$ cat config.mk
export PLATFORM = sky130hd
export DESIGN_NAME = spi_slave_if_flat
export DESIGN_NICKNAME = d
export VERILOG_FILES = /design/src/rtl/spi_slave_if_if.sv /design/src/rtl/spi_slave_if.sv /design/src/flat_wrapper.sv
export SDC_FILE = /design/constraint.sdc
export NUM_CORES = 1
export LEC_CHECK = 0
export ABC_AREA = 1
export BUFFER_PORTS_ARGS = -buffer_cell sky130_fd_sc_hd__buf_2
export CORE_ASPECT_RATIO = 2
export CORE_MARGIN = 10
export CORE_UTILIZATION = 55
export DETAILED_ROUTE_END_ITERATION = 8
export HOLD_SLACK_MARGIN = 0.02
export MAX_ROUTING_LAYER = met4
export PLACE_DENSITY = 0.86
export SLEW_MARGIN = 15
export SYNTH_ARGS = -nofsm -noshare
export SYNTH_HDL_FRONTEND = slang
export SYNTH_SLANG_ARGS = --single-unit
$ cat constraint.sdc
create_clock -name clk_i -period 1.8 [get_ports clk_i]
set_input_delay 0.18 -clock clk_i [delete_from_list [all_inputs] [get_ports clk_i]]
set_output_delay 0.18 -clock clk_i [all_outputs]
set_load 0.005 [all_outputs]
$ cat src/rtl/spi_slave_if_if.sv
// SPI-side and RAM-side signal bundle for the SPI slave front end.
// The slave modport is seen by spi_slave_if; the master modport by the SPI master and the RAM.
interface spi_slave_if_if #(
    parameter int DIN_W  = 10,
    parameter int DOUT_W = 8
);
    logic              ss_n;
    logic              mosi;
    logic              miso;
    logic [DIN_W-1:0]  rx_data;
    logic              rx_valid;
    logic [DOUT_W-1:0] tx_data;
    logic              tx_valid;

    modport slave (
        input  ss_n, mosi, tx_data, tx_valid,
        output miso, rx_data, rx_valid
    );

    modport master (
        output ss_n, mosi, tx_data, tx_valid,
        input  miso, rx_data, rx_valid
    );
endinterface

$ cat src/rtl/spi_slave_if.sv
// SPI slave front end for the single-port RAM: MOSI frames become RAM command words, RAM read data is shifted out on MISO.
// Optional macro SPI_RD_GUARD_EN drops read frames whose opcode does not match the read phase.
module spi_slave_if #(
    parameter int DIN_W  = 10,
    parameter int DOUT_W = 8
) (
    input  logic           clk_i,
    input  logic           rst_i,
    spi_slave_if_if.slave  bus
);
    localparam int RXC_W = $clog2(DIN_W + 1);
    localparam int TXC_W = $clog2(DOUT_W + 1);
    localparam logic [RXC_W-1:0] RX_FULL = RXC_W'(DIN_W);
    localparam logic [RXC_W-1:0] RX_LAST = RXC_W'(DIN_W - 1);
    localparam logic [TXC_W-1:0] TX_LAST = TXC_W'(DOUT_W - 1);

    typedef enum logic [2:0] {
        IDLE      = 3'd0,
        CHK_CMD   = 3'd1,
        WRITE     = 3'd2,
        READ_ADD  = 3'd3,
        READ_DATA = 3'd4
    } state_t;

    state_t             state_q, state_d;
    logic [RXC_W-1:0]   rx_cnt_q, rx_cnt_d;
    logic [DIN_W-1:0]   shift_q, shift_d;
    logic [DIN_W-1:0]   rx_data_q, rx_data_d;
    logic               rx_valid_q, rx_valid_d;
    logic               miso_q, miso_d;
    logic               rd_addr_seen_q, rd_addr_seen_d;
    logic               tx_armed_q, tx_armed_d;
    logic               tx_busy_q, tx_busy_d;
    logic [TXC_W-1:0]   tx_cnt_q, tx_cnt_d;
    logic [DOUT_W-1:0]  tx_shift_q, tx_shift_d;
    logic [DIN_W-1:0]   frame_s;
    logic               guard_ok_s;

    assign frame_s = {shift_q[DIN_W-2:0], bus.mosi};

    // Decide whether a completing frame may be forwarded to the RAM.
    always_comb begin
        guard_ok_s = 1'b1;
`ifdef SPI_RD_GUARD_EN
        if (state_q == READ_ADD) begin
            guard_ok_s = (frame_s[DIN_W-1 -: 2] == 2'b10);
        end else if (state_q == READ_DATA) begin
            guard_ok_s = (frame_s[DIN_W-1 -: 2] == 2'b11);
        end else begin
            guard_ok_s = 1'b1;
        end
`else
        guard_ok_s = 1'b1;
`endif
    end

    // Next-state and datapath logic for the frame FSM and the MISO shifter.
    always_comb begin
        state_d        = state_q;
        rx_cnt_d       = rx_cnt_q;
        shift_d        = shift_q;
        rx_data_d      = rx_data_q;
        rx_valid_d     = 1'b0;
        miso_d         = 1'b0;
        rd_addr_seen_d = rd_addr_seen_q;
        tx_armed_d     = tx_armed_q;
        tx_busy_d      = tx_busy_q;
        tx_cnt_d       = tx_cnt_q;
        tx_shift_d     = tx_shift_q;

        if (bus.ss_n) begin
            // Deselect discards any partial frame or shift but keeps rd_addr_seen.
            state_d    = IDLE;
            rx_cnt_d   = {RXC_W{1'b0}};
            tx_armed_d = 1'b0;
            tx_busy_d  = 1'b0;
            tx_cnt_d   = {TXC_W{1'b0}};
        end else begin
            case (state_q)
                IDLE: begin
                    state_d = CHK_CMD;
                end
                CHK_CMD: begin
                    if (!bus.mosi) begin
                        state_d = WRITE;
                    end else if (rd_addr_seen_q) begin
                        state_d = READ_DATA;
                    end else begin
                        state_d = READ_ADD;
                    end
                end
                WRITE, READ_ADD, READ_DATA: begin
                    if (rx_cnt_q != RX_FULL) begin
                        shift_d  = frame_s;
                        rx_cnt_d = rx_cnt_q + RXC_W'(1);
                        if ((rx_cnt_q == RX_LAST) && guard_ok_s) begin
                            rx_data_d      = frame_s;
                            rx_valid_d     = 1'b1;
                            rd_addr_seen_d = rd_addr_seen_q | (state_q == READ_ADD);
                            tx_armed_d     = (state_q == READ_DATA);
                        end else begin
                            rx_valid_d = 1'b0;
                        end
                    end else if ((state_q == READ_DATA) && tx_busy_q) begin
                        if (tx_cnt_q != {TXC_W{1'b0}}) begin
                            miso_d     = tx_shift_q[DOUT_W-1];
                            tx_shift_d = {tx_shift_q[DOUT_W-2:0], 1'b0};
                            tx_cnt_d   = tx_cnt_q - TXC_W'(1);
                        end else begin
                            tx_busy_d      = 1'b0;
                            rd_addr_seen_d = 1'b0;
                        end
                    end else if ((state_q == READ_DATA) && tx_armed_q && bus.tx_valid) begin
                        // MSB goes straight to MISO; the rest is kept pre-shifted.
                        miso_d     = bus.tx_data[DOUT_W-1];
                        tx_shift_d = {bus.tx_data[DOUT_W-2:0], 1'b0};
                        tx_cnt_d   = TX_LAST;
                        tx_busy_d  = 1'b1;
                        tx_armed_d = 1'b0;
                    end else begin
                        miso_d = 1'b0;
                    end
                end
                default: begin
                    state_d = IDLE;
                end
            endcase
        end
    end

    // State and datapath registers with synchronous reset.
    always_ff @(posedge clk_i) begin
        if (rst_i) begin
            state_q        <= IDLE;
            rx_cnt_q       <= {RXC_W{1'b0}};
            shift_q        <= {DIN_W{1'b0}};
            rx_data_q      <= {DIN_W{1'b0}};
            rx_valid_q     <= 1'b0;
            miso_q         <= 1'b0;
            rd_addr_seen_q <= 1'b0;
            tx_armed_q     <= 1'b0;
            tx_busy_q      <= 1'b0;
            tx_cnt_q       <= {TXC_W{1'b0}};
            tx_shift_q     <= {DOUT_W{1'b0}};
        end else begin
            state_q        <= state_d;
            rx_cnt_q       <= rx_cnt_d;
            shift_q        <= shift_d;
            rx_data_q      <= rx_data_d;
            rx_valid_q     <= rx_valid_d;
            miso_q         <= miso_d;
            rd_addr_seen_q <= rd_addr_seen_d;
            tx_armed_q     <= tx_armed_d;
            tx_busy_q      <= tx_busy_d;
            tx_cnt_q       <= tx_cnt_d;
            tx_shift_q     <= tx_shift_d;
        end
    end

    assign bus.miso     = miso_q;
    assign bus.rx_data  = rx_data_q;
    assign bus.rx_valid = rx_valid_q;
endmodule

$ cat src/flat_wrapper.sv
// flat-port wrapper written by rule: the top's interface ports become plain ports
module spi_slave_if_flat 
#(
    parameter int DIN_W  = 10,
    parameter int DOUT_W = 8
)
  (clk_i, rst_i, bus_ss_n, bus_mosi, bus_tx_data, bus_tx_valid, bus_miso, bus_rx_data, bus_rx_valid);
  spi_slave_if_if #(.DIN_W(DIN_W), .DOUT_W(DOUT_W)) bus_i ();
  input  logic clk_i;
  input  logic rst_i;
  input wire logic [$bits(bus_i.ss_n)-1:0] bus_ss_n;
  input wire logic [$bits(bus_i.mosi)-1:0] bus_mosi;
  input wire logic [$bits(bus_i.tx_data)-1:0] bus_tx_data;
  input wire logic [$bits(bus_i.tx_valid)-1:0] bus_tx_valid;
  output wire logic [$bits(bus_i.miso)-1:0] bus_miso;
  output wire logic [$bits(bus_i.rx_data)-1:0] bus_rx_data;
  output wire logic [$bits(bus_i.rx_valid)-1:0] bus_rx_valid;
  assign bus_i.ss_n = bus_ss_n;
  assign bus_i.mosi = bus_mosi;
  assign bus_i.tx_data = bus_tx_data;
  assign bus_i.tx_valid = bus_tx_valid;
  assign bus_miso = bus_i.miso;
  assign bus_rx_data = bus_i.rx_data;
  assign bus_rx_valid = bus_i.rx_valid;
  spi_slave_if #(.DIN_W(DIN_W), .DOUT_W(DOUT_W)) u_core (.clk_i(clk_i), .rst_i(rst_i), .bus(bus_i));
endmodule
Word-level counts from Yosys, hierarchy flattened
Index checks and enable logic that the tools add are counted.

word-level totals
  flip-flop bits (word level) = 43
  output and inout bits = 12
  word-level logic and storage cells = 71

operators by class
  add/subtract/negate cells = 2
  eq/ne operators = 11
  multiplexer cells = 23
  bitwise logic cells = 4
  reduce and logical (&&, ||, !) cells = 20

operators with widths
  kind                   count
  $mux W8                3
  $reduce_and A4 Y1      4
  $mux W1                14
  $mux W4                3
  $reduce_and A5 Y1      2
  $pmux W3 S3            1
  $reduce_or A4 Y1       2
  $eq A3 B2 Y1 const B   2
  $mux W3                2
  $ne A2 B2 Y1 const B   3
  $reduce_bool A2 Y1     3
  $add A4 B1 Y4 const B  1
  $eq A4 B4 Y1 const B   1
  $ne A2 B1 Y1 const B   2
  $ne A4 B4 Y1 const B   1
  $reduce_bool A4 Y1     1
  $sub A4 B1 Y4 const B  1
  $eq A3 B1 Y1 const B   1
  $eq A3 B3 Y1 const B   1
  $logic_and A1 B1 Y1    3
  $logic_not A3 Y1       1
  $not A1 Y1             3
  $reduce_and A3 Y1      1
  $reduce_or A3 Y1       1
  3 further kinds        3

Logic depth before layout (Yosys ltp)
Gate-level depths: netlist of the first run.

  depth in word-level cells = 6
  gate-level depth with buffers = 10
  depth with buffers taken out = 10

Worst setup path before layout of the first run
No wires, ideal clock.

  path type = reg-to-reg
  from = register u_core.rx_cnt_q[0]
  to = register u_core.tx_cnt_q[3]
  setup time = 115 ps
  arrival time = 1283 ps
  required time = 1685 ps
  slack = 402 ps
  stages on the path, launching flop included = 10
  buffers on the path = 1
  clock period less this slack = 1398 ps
  cells stage by stage = dfxtp_1 inv_1 ha_1 nand3_2 inv_2 nand2_1 nand2_2 buf_6 a21oi_1 nor2_1

between the ends
  word-level cells in the longest chain between the ends = 3

RTL lines
  what                                RTL line             RTL
  from (decl)                         spi_slave_if.sv:26   logic [RXC_W-1:0] rx_cnt_q, rx_cnt_d;
  from (signal assigned)              spi_slave_if.sv:135  rx_cnt_q <= {RXC_W{1'b0}};
  from (signal assigned)              spi_slave_if.sv:147  rx_cnt_q <= rx_cnt_d;
  $ne A4 B4 Y1                        spi_slave_if.sv:93   if (rx_cnt_q != RX_FULL) begin
  $not A1 Y1 (no source line)         n/a
  $reduce_and A4 Y1 (no source line)  n/a
  to (signal assigned)                spi_slave_if.sv:143  tx_cnt_q <= {TXC_W{1'b0}};
  to (signal assigned)                spi_slave_if.sv:155  tx_cnt_q <= tx_cnt_d;
  to (decl)                           spi_slave_if.sv:34   logic [TXC_W-1:0] tx_cnt_q, tx_cnt_d;

No other way between the ends.
A chain may end at the register's enable or synchronous reset.

Final worst setup path of the first run
  from = register u_core.rx_cnt_q[0]
  to = register u_core.shift_q[8]

between the ends
  word-level cells in the longest chain between the ends = 2

RTL lines
  what                                RTL line             RTL
  $ne A4 B4 Y1                        spi_slave_if.sv:93
  $reduce_and A3 Y1 (no source line)  n/a
  to (signal assigned)                spi_slave_if.sv:136  shift_q <= {DIN_W{1'b0}};
  to (signal assigned)                spi_slave_if.sv:148  shift_q <= shift_d;
  to (decl)                           spi_slave_if.sv:27   logic [DIN_W-1:0] shift_q, shift_d;

No other way between the ends.

==> results.yml, run 1 <==
outcome:
  status: "completed"
clock_network:
  cts_buffers: 5
  clk_latency_ns: 0.30
  clock_sinks: 42
  path_clk_slew_ns: 0.08
  post_cts_buffers: 0
  ctsRootBufferMaster: "clkbuf_8"
  clock_path_buffers: 2
  cts.htree.levels: 2
  cts_tree: "done"
place:
  gp_congestion: 0.946
  dp_hpwl_um: 3420
  portBuffers: 24
timing:
  fmax_mhz: 612
  period_minus_slack_ns: 1.63
  fin_worst_skew_ns: 0.0157
  setup-violations-final: 0
  tightest_slew_ns: 0.500
  tns_ns: 0
  relSlewSlack_pct: 66.6
  rsz0062_at_grt: "no"
  hold_viol: 0
  timing_max_transition_violations_final: 0
  fin_crit_sh_pct: 90.7
cells_and_area:
  syn2layout_area_growth_pct: 12.0
  drive_gt1_share_pct: 16.9
  seqCellArea_um2: 841
  fill_cells: 343
  num-nets-final: 329
  multi_input_area_um2: 986
  diodes: 0
  final_core_util_pct: 63.5
die:
  die_y_um: 106
  fp.dieW_um: 63.1
  start_util_pct: 56.7
  die-area_um2: 6710
  coreArea_um2: 3610
  ios: 25
  placementRows: 31
global_route:
  grt-ovfl-total: 0
  grt_pass1_vias: 1882
  antenna_found_initial: 0
  grt_pass1_wl_um: 7800
  grtUsageTotal_pct: 14.2
  grt_max_degree: 21
setup_path:
  setup.worst_path.start_class: "register"
  reg2reg_to: "u_core.shift_q[8]"
  endpoint: "u_core.shift_q[8]"
  ff2ff_path_depth: 8
  cp.required_ns: 2.02
  crit_fanout: 13
  timing.rr.start: "u_core.rx_cnt_q[0]"
  worst_ep_arrival_time_ns: 1.85
  crit_type: "register to register"
  startpoint: "u_core.rx_cnt_q[0]"
  r2r_slack_ns: 0.17
  cp-end-kind: "register"
synthesis:
  seq_area_frac_synth_pct: 41.1
  syn-num-nets: 303
  synth_area_um2: 2050
  synth.distinct_cells: 24
  yosys.area.top_type: "dfxtp_1"
  synth_cells: 286
  yosys-top-cells-area: "dfxtp_1, nand2_1, nand3_1"
  yosys_register_bits: 42
  synth.avg_cell_area_um2: 7.15
  netlist.area_leader.share_pct: 41.1
  yosys_warnings: 0
min_path:
  hold_depth: 3
  hold_path.class: "primary input to register"
  hp-start: "bus_tx_data[7]"
detailed_routing:
  vias: 1890
  drt-total-wl_um: 4520
  avgViaCountPerCell: 5.22
  drt_first_pass_iters: 4
  drcViolationCount: 0
  wl_per_cell_um: 12.5
  ant_nets: 0
  drtIter0Drc: 50
power:
  leakagePower_nw: 0.997
  vdd_ir_drop_max_mv: 0.672
  p_per_area_nw_per_um2: 711
job:
  drv_cap: 0
## final cells by class
| cell class | instances | share of cell area (%) |
|---|---|---|
| clock buffers | 6 | 3.17 |
| flip-flops and latches | 42 | 36.7 |
| multi-input cells | 193 | 43.0 |
| inverters | 40 | 6.61 |
| clock inverters | 2 | 0.601 |
| well taps | 49 | 2.68 |
| repair buffers | 30 | 7.21 |
## flip-flops by register name, summed over array words and instances, names as in the netlist
name                   cells
u_core.bus.rx_valid        1
u_core.rd_addr_seen_q      1
u_core.tx_busy_q           1
u_core.state_q             3
u_core.shift_q             9
u_core.bus.miso            1
u_core.tx_armed_q          1
u_core.rx_cnt_q            4
u_core.tx_cnt_q            4
u_core.bus.rx_data        10
u_core.tx_shift_q          7
## repair_timing
| action | CTS | global route |
|---|---|---|
| setup endpoints to repair | 0 | 4 |
| hold buffers | 0 | 0 |
| resized for setup | 0 | 1 |
## worst min-delay path by stage
stage / end / slack [ns]
after global routing: u_core.bus.miso / 0.16
after detailed placement: u_core.bus.rx_data[9] / 0.44
after global placement: u_core.bus.rx_data[4] / 0.43
after CTS: u_core.bus.miso / 0.14
after floorplan: u_core.bus.miso / 0.34
final: u_core.bus.miso / 0.15
## metal layers
| layer | track usage, % | vias up | share of wire, % |
|---|---|---|---|
| met3 | 2.63 | 11 | 3.0 |
| met4 | 8.04 | 0 | 2.2 |
| li1 | - | 974 | - |
| met5 | - | - | 0 |
| met2 | 26.4 | 37 | 55 |
| met1 | 13.1 | 868 | 40 |
## through the flow
| step | total power, W | setup slack, ns | hold WS (ns) | cell area [um2] | instances |
|---|---|---|---|---|---|
| finish | 0.00163 | 0.167 | 0.154 | 2290 | 362 |
| floorplan | 0.00102 | 0.402 | 0.336 | 2050 | 286 |
| detailed placement | 0.00105 | 0.133 | 0.436 | 2200 | 354 |
| CTS | 0.00164 | 0.133 | 0.145 | 2290 | 362 |
| global route | 0.00169 | 0.00902 | 0.160 | 2290 | 362 |
| global placement | 0.00105 | 0.251 | 0.430 | 2200 | 354 |
## power breakdown
group | switching, W | internal, W
clock network | 0.000330 | 0.000274
registers | 0.00000489 | 0.000932
logic | 0.0000587 | 0.0000300
total | 0.000394 | 0.00124
## cells in the final DEF, fill, tap and decap left out, types with 4 or more instances in the layout
cell | synthesis | layout
a21oi_1 | 32 | 32
buf_2 | 4 | 24
buf_4 | 1 | 6
clkbuf_8 | 0 | 5
dfxtp_1 | 42 | 42
ha_1 | 4 | 4
inv_1 | 37 | 37
nand2_1 | 55 | 55
nand2_4 | 4 | 5
nand3_1 | 34 | 34
nand4_1 | 8 | 8
nor2_1 | 25 | 25
o21ai_0 | 17 | 17
## Yosys cell counts, drive strengths merged
| cell | instances |
|---|---|
| a21oi | 32 |
| buf | 8 |
| clkbuf | 3 |
| clkinv | 1 |
| dfxtp | 42 |
| ha | 4 |
| inv | 39 |
| nand2 | 62 |
| nand3 | 36 |
| nand4 | 8 |
| nor2 | 29 |
| nor3 | 2 |
| o21ai | 18 |
| xnor2 | 2 |
## critical path: stages (launching register included)
cell and delay (ns):
dfxtp_1 0.34, inv_1 0.11, ha_1 0.21, nand3_2 0.14, nand2_4 0.14, clkinv_2 0.18
nand2_2 0.21, nand2_1 0.09, a21oi_1 0.15
## cell families (layout without fill, tap and decap cells)
kind of cell / Yosys count / in the layout / synth area share [%]
simple gates: 137 / 137 / 32.4
buf+inv: 51 / 78 / 10.9
xor+xnor: 2 / 2 / 0.856
fa+ha+maj: 4 / 4 / 2.45
compound gates: 50 / 50 / 12.2
flops: 42 / 42 / 41.1
Power figures use the tool's default switching activity.
==> run 2, diff against run 1 <==
ABC_AREA = unset   (was 1)
CORE_UTILIZATION = 30   (was 55)
HOLD_SLACK_MARGIN = 0.05   (was 0.02)
PLACE_DENSITY = 0.57   (was 0.86)
==> results.yml, run 2 <==
global_route:
  grt_pass1_wl_um: 8260
  grt_pass1_vias: 1737
  grtUsageTotal_pct: 9.98
  grt_max_degree: 36
  grt-ovfl-total: 0
  antenna_found_initial: 0
synthesis:
  synth_common_cells: "dfxtp_1, nand2_1, a21oi_1, nor2_1, o21ai_0"
  yosys_warnings: 0
  syn-num-nets: 237
  yosys.area.top_type: "dfxtp_1"
  synth.avg_cell_area_um2: 9.08
  synth_most_common_cell: "dfxtp_1"
  yosys_register_bits: 42
  synth.distinct_cells: 49
  synth_area_um2: 2000
  synth_edf_count: 0
  synthArstFlopShare_pct: 0
  netlist.area_leader.share_pct: 42.1
  seq_area_frac_synth_pct: 42.1
  synth_cells: 220
  yosys-top-cells-area: "dfxtp_1, mux2i_1, a21oi_1"
  synthFlopType: "dfxtp_1"
die:
  die_y_um: 135
  fp.dieW_um: 77.7
  ios: 25
  placementRows: 42
  coreArea_um2: 6570
  die-area_um2: 10500
  start_util_pct: 30.4
timing:
  timing_max_transition_violations_final: 0
  setup-violations-final: 0
  period_minus_slack_ns: 1.74
  fin_worst_skew_ns: 0.00472
  tightest_slew_ns: 0.373
  relSlewSlack_pct: 74.8
  fmax_mhz: 574
  hold_viol: 0
  tns_ns: 0
  fin_ws_ns: 0.0574
  fin_crit_sh_pct: 96.8
min_path:
  hold_path.class: "primary input to register"
  hold_depth: 3
  hp-start: "bus_tx_data[0]"
clock_network:
  clock_sinks: 42
  holdBufCountCts: 0
  cts_tree: "done"
  clock_path_buffers: 2
  ctsRootBufferMaster: "clkbuf_16"
  cts.htree.levels: 2
  cts_buffers: 5
  clk_latency_ns: 0.28
  path_clk_slew_ns: 0.06
cells_and_area:
  mostFrequentLayoutCells: "dfxtp_1, buf_4, nand2_1"
  largest_reg_flops: 10
  syn2layout_area_growth_pct: 32.3
  fin_cells: 361
  fill_cells: 686
  drive_gt1_share_pct: 31.9
  num-nets-final: 289
  final_common_cell: "dfxtp_1"
  final_core_util_pct: 40.2
  diodes: 0
setup_path:
  cp-end-kind: "register"
  max_stage_delay_ns: 0.44
  crit_fanout: 5
  crit_type: "register to register"
  startpoint: "u_core.state_q[0]"
  timing.rr.start: "u_core.state_q[0]"
  ff2ff_path_depth: 6
  path_cells: "or3b_4 -> a2111oi_4 -> buf_4 -> clkbuf_16 -> mux2i_1 -> nor2_1"
  worst_ep_arrival_time_ns: 1.90
  setup.worst_path.start_class: "register"
  slowest_stage: "or3b_4"
  cp.required_ns: 1.96
power:
  p_per_area_nw_per_um2: 724
  vdd_ir_drop_max_mv: 0.445
  power.total_w: 0.00191
  leakagePower_nw: 1.02
detailed_routing:
  drt_first_pass_iters: 4
  ant_nets: 0
  drt-total-wl_um: 5150
  routed.top_layer: "met4"
  vias: 1740
  wl_met1_um: 1920
  met3_length_um: 195
  avgViaCountPerCell: 4.82
  drcViolationCount: 0
  wl_per_cell_um: 14.3
  wl_met2_um: 2890
  drtIter0Drc: 60
job:
  drv_cap: 0
place:
  dp.cells: 348
  gp_congestion: 0.799
  portBuffers: 24
  post-place-ws_ns: -0.0363
  dp_hpwl_um: 3850
outcome:
  status: "completed"
run 2: cell types whose count changed in the layout (fill, tap and decap cells not counted), moves of 6 or more:
cell / before / now
buf_4: 6 / 32
inv_1: 37 / 6
nor2b_1: 0 / 8
mux2i_1: 0 / 12
nand4_1: 8 / 1
nand3_1: 34 / 3
a21oi_1: 32 / 19
clkbuf_16: 0 / 6
nand2_1: 55 / 25
nor2_1: 25 / 18
run 2: power breakdown:
part           internal (W)  switching, W
logic             0.0000341     0.0000531
registers          0.000932    0.00000257
clock network      0.000549      0.000340
run 2: logic make-up (layout without fill, tap and decap cells):
logic type,after synthesis,in the layout,synth area share (%)
compound gates,56,56,19.0
buf+inv,19,72,4.51
flops,42,42,42.1
simple gates,78,78,20.2
fa+ha+maj,4,4,2.51
xor+xnor,3,3,1.32
mux,18,18,10.3
run 2: worst paths after layout:
check / to / slack [ns]
worst max register to register: u_core.bus.rx_data[1] / 0.06
worst min-delay path: u_core.tx_shift_q[1] / 0.18
worst min register to register: u_core.shift_q[7] / 0.47
worst max-delay path: u_core.bus.rx_data[1] / 0.06
run 2: critical path, delay by kind of cell, from the launching register on:
family                 cells  cell delay (ns)
AOI/OAI and AO/OA          1             0.30
buffers and inverters      2             0.34
DFF                        1             0.32
muxes                      1             0.17
and+or+nand+nor            2             0.49
run 2: timing repair:
item / 4_1_cts / 5_1_grt
endpoints found under the setup margin: 5 / 19
pin swaps: 0 / 3
buffers inserted: 0 / 4
cloned: 0 / 1
gates resized for setup: 3 / 11
run 2: through the flow:
step | area, um2 | hold slack [ns]
after detailed placement | 2390 | 0.465
after global placement | 2390 | 0.455
after floorplan | 2000 | 0.316
after CTS | 2550 | 0.180
final | 2640 | 0.178
after global routing | 2640 | 0.183
run 2: final cells by class:
cell class / count / area, um2 / area share (%)
inverter: 6 / 22.5 / 0.853
timing repair buffer: 58 / 405 / 15.3
sequential: 42 / 848 / 32.1
tap: 88 / 110 / 4.17
multi-input combinational: 159 / 1110 / 41.9
clock buffer: 7 / 143 / 5.40
clock inverter: 1 / 5.00 / 0.189
run 2: per-layer routing:
metal  GRT usage, %  vias to the layer above
li1               -                      879
met5              -                        -
met4           4.18                        0
met3           2.59                       11
met2           18.7                       28
met1           9.22                      822
==> run 3, diff against run 2 <==
CAP_MARGIN = 0   (was unset)
PLACE_DENSITY = 0.48   (was 0.57)
==> results.yml, run 3 (synthesis gave the netlist of run 2 again) <==
clock_network:
  cts_tree: "done"
  cts_buffers: 5
  cts.htree.levels: 2
  ctsRootBufferMaster: "clkbuf_16"
  clock_sinks: 42
  clock_path_buffers: 2
  path_clk_slew_ns: 0.07
  clk_latency_ns: 0.29
cells_and_area:
  fill_cells: 675
  syn2layout_area_growth_pct: 27.6
  num-nets-final: 281
  final_core_util_pct: 38.8
  seqCellArea_um2: 846
  multi_input_area_um2: 1080
  fin_area_um2: 2550
  largest_reg_flops: 10
  final_common_cell: "dfxtp_1"
  fin_cells: 353
  drive_gt1_share_pct: 28.3
  diodes: 0
  mostFrequentLayoutCells: "dfxtp_1, nand2_1, buf_2"
setup_path:
  reg2reg_to: "u_core.bus.rx_data[7]"
  max_stage_delay_ns: 0.43
  path_cells: "or3b_4 -> a2111oi_4 -> buf_4 -> clkbuf_16 -> mux2i_1 -> nor2_1"
  cpLargestDelayFamily: "simple AND/OR/NAND/NOR gates"
  startpoint: "u_core.state_q[0]"
  cp-end-kind: "register"
  r2r_slack_ns: 0.07
  slowest_stage: "or3b_4"
  timing.rr.start: "u_core.state_q[0]"
  ff2ff_path_depth: 6
  critical_path_buf_inv_count: 2
  cp.required_ns: 1.96
  setup.worst_path.start_class: "register"
  worst_ep_arrival_time_ns: 1.90
  crit_type: "register to register"
  crit_fanout: 5
min_path:
  hold_depth: 3
  whs_endpoint: "u_core.tx_shift_q[1]"
  hp-start: "bus_tx_data[0]"
  hold_path.class: "primary input to register"
timing:
  setup-violations-final: 0
  fin_worst_skew_ns: 0.0108
  tns_ns: 0
  period_minus_slack_ns: 1.73
  hold_viol: 0
  fin_ws_ns: 0.0676
  rsz0062_at_grt: "yes"
  fmax_mhz: 577
  relSlewSlack_pct: 76.3
  fin_crit_sh_pct: 96.2
  tightest_slew_ns: 0.347
  timing_max_transition_violations_final: 0
power:
  vdd_ir_drop_max_mv: 0.294
  p_per_area_nw_per_um2: 747
  leakagePower_nw: 0.965
detailed_routing:
  avgViaCountPerCell: 4.88
  drtIter0Drc: 81
  vias: 1721
  drt-total-wl_um: 5260
  drcViolationCount: 0
  ant_nets: 0
  wl_per_cell_um: 14.9
  drt_first_pass_iters: 4
place:
  gp_congestion: 0.783
  dp.cells: 343
  post-place-ws_ns: 0.0347
  placed_area_um2: 2350
  dp_hpwl_um: 3820
  portBuffers: 24
die:
  ios: 25
  fp.dieW_um: 77.7
  coreArea_um2: 6570
  die_y_um: 135
  start_util_pct: 30.4
  die-area_um2: 10500
  placementRows: 42
global_route:
  grt_pass1_wl_um: 8560
  grt-ovfl-total: 0
  grt_max_degree: 36
  grtUsageTotal_pct: 10.6
  grt_pass1_vias: 1739
  antenna_found_initial: 0
job:
  drv_cap: 0
outcome:
  status: "completed"
## run 3: worst max path at each step
stage / to / slack (ns) / cells after the start
3_5_place_dp: u_core.bus.rx_data[4] / 0.03 / 5
6_report: u_core.bus.rx_data[7] / 0.07 / 6
5_1_grt: u_core.bus.rx_data[9] / -0.01 / 6
2_1_floorplan: u_core.tx_shift_q[6] / 0.04 / 6
3_3_place_gp: u_core.bus.rx_data[7] / 0.06 / 5
4_1_cts: u_core.bus.rx_data[4] / 0.02 / 5
## run 3: layout make-up
type                       instances  area share [%]
timing repair buffer              50            13.7
sequential                        42            33.2
multi-input combinational        159            42.3
clock buffer                       6            5.06
clock inverter                     2           0.540
tap                               88            4.32
inverter                           6           0.884
## run 3: repair_timing
action                     CTS  global route
setup endpoints to repair    0            20
hold buffers                 0             0
resized for setup            0             8
buffers inserted             0             1
## run 3: layer usage
metal | vias up | global-route usage (%) | routed length, um
li1 | 862 | - | -
met1 | 818 | 9.91 | 2070
met2 | 34 | 19.1 | 2880
met3 | 7 | 2.79 | 194
met4 | 0 | 6.02 | 110
met5 | - | - | 0
## run 3: metrics by stage
stage | hold slack (ns) | total power (W)
6_report | 0.164 | 0.00190
5_1_grt | 0.212 | 0.00197
4_1_cts | 0.159 | 0.00194
3_5_place_dp | 0.459 | 0.00104
3_3_place_gp | 0.459 | 0.00104
2_1_floorplan | 0.316 | 0.000997
## run 3: report_power, final
part	switching, W	internal (W)
clock network	0.000372	0.000514
registers	0.00000295	0.000932
logic	0.0000520	0.0000295
## run 3: worst reg2reg max path: stages, from the launching register on
cell	delay, ns
dfxtp_2	0.32
or3b_4	0.43
a2111oi_4	0.29
buf_4	0.19
clkbuf_16	0.15
mux2i_1	0.17
nor2_1	0.05
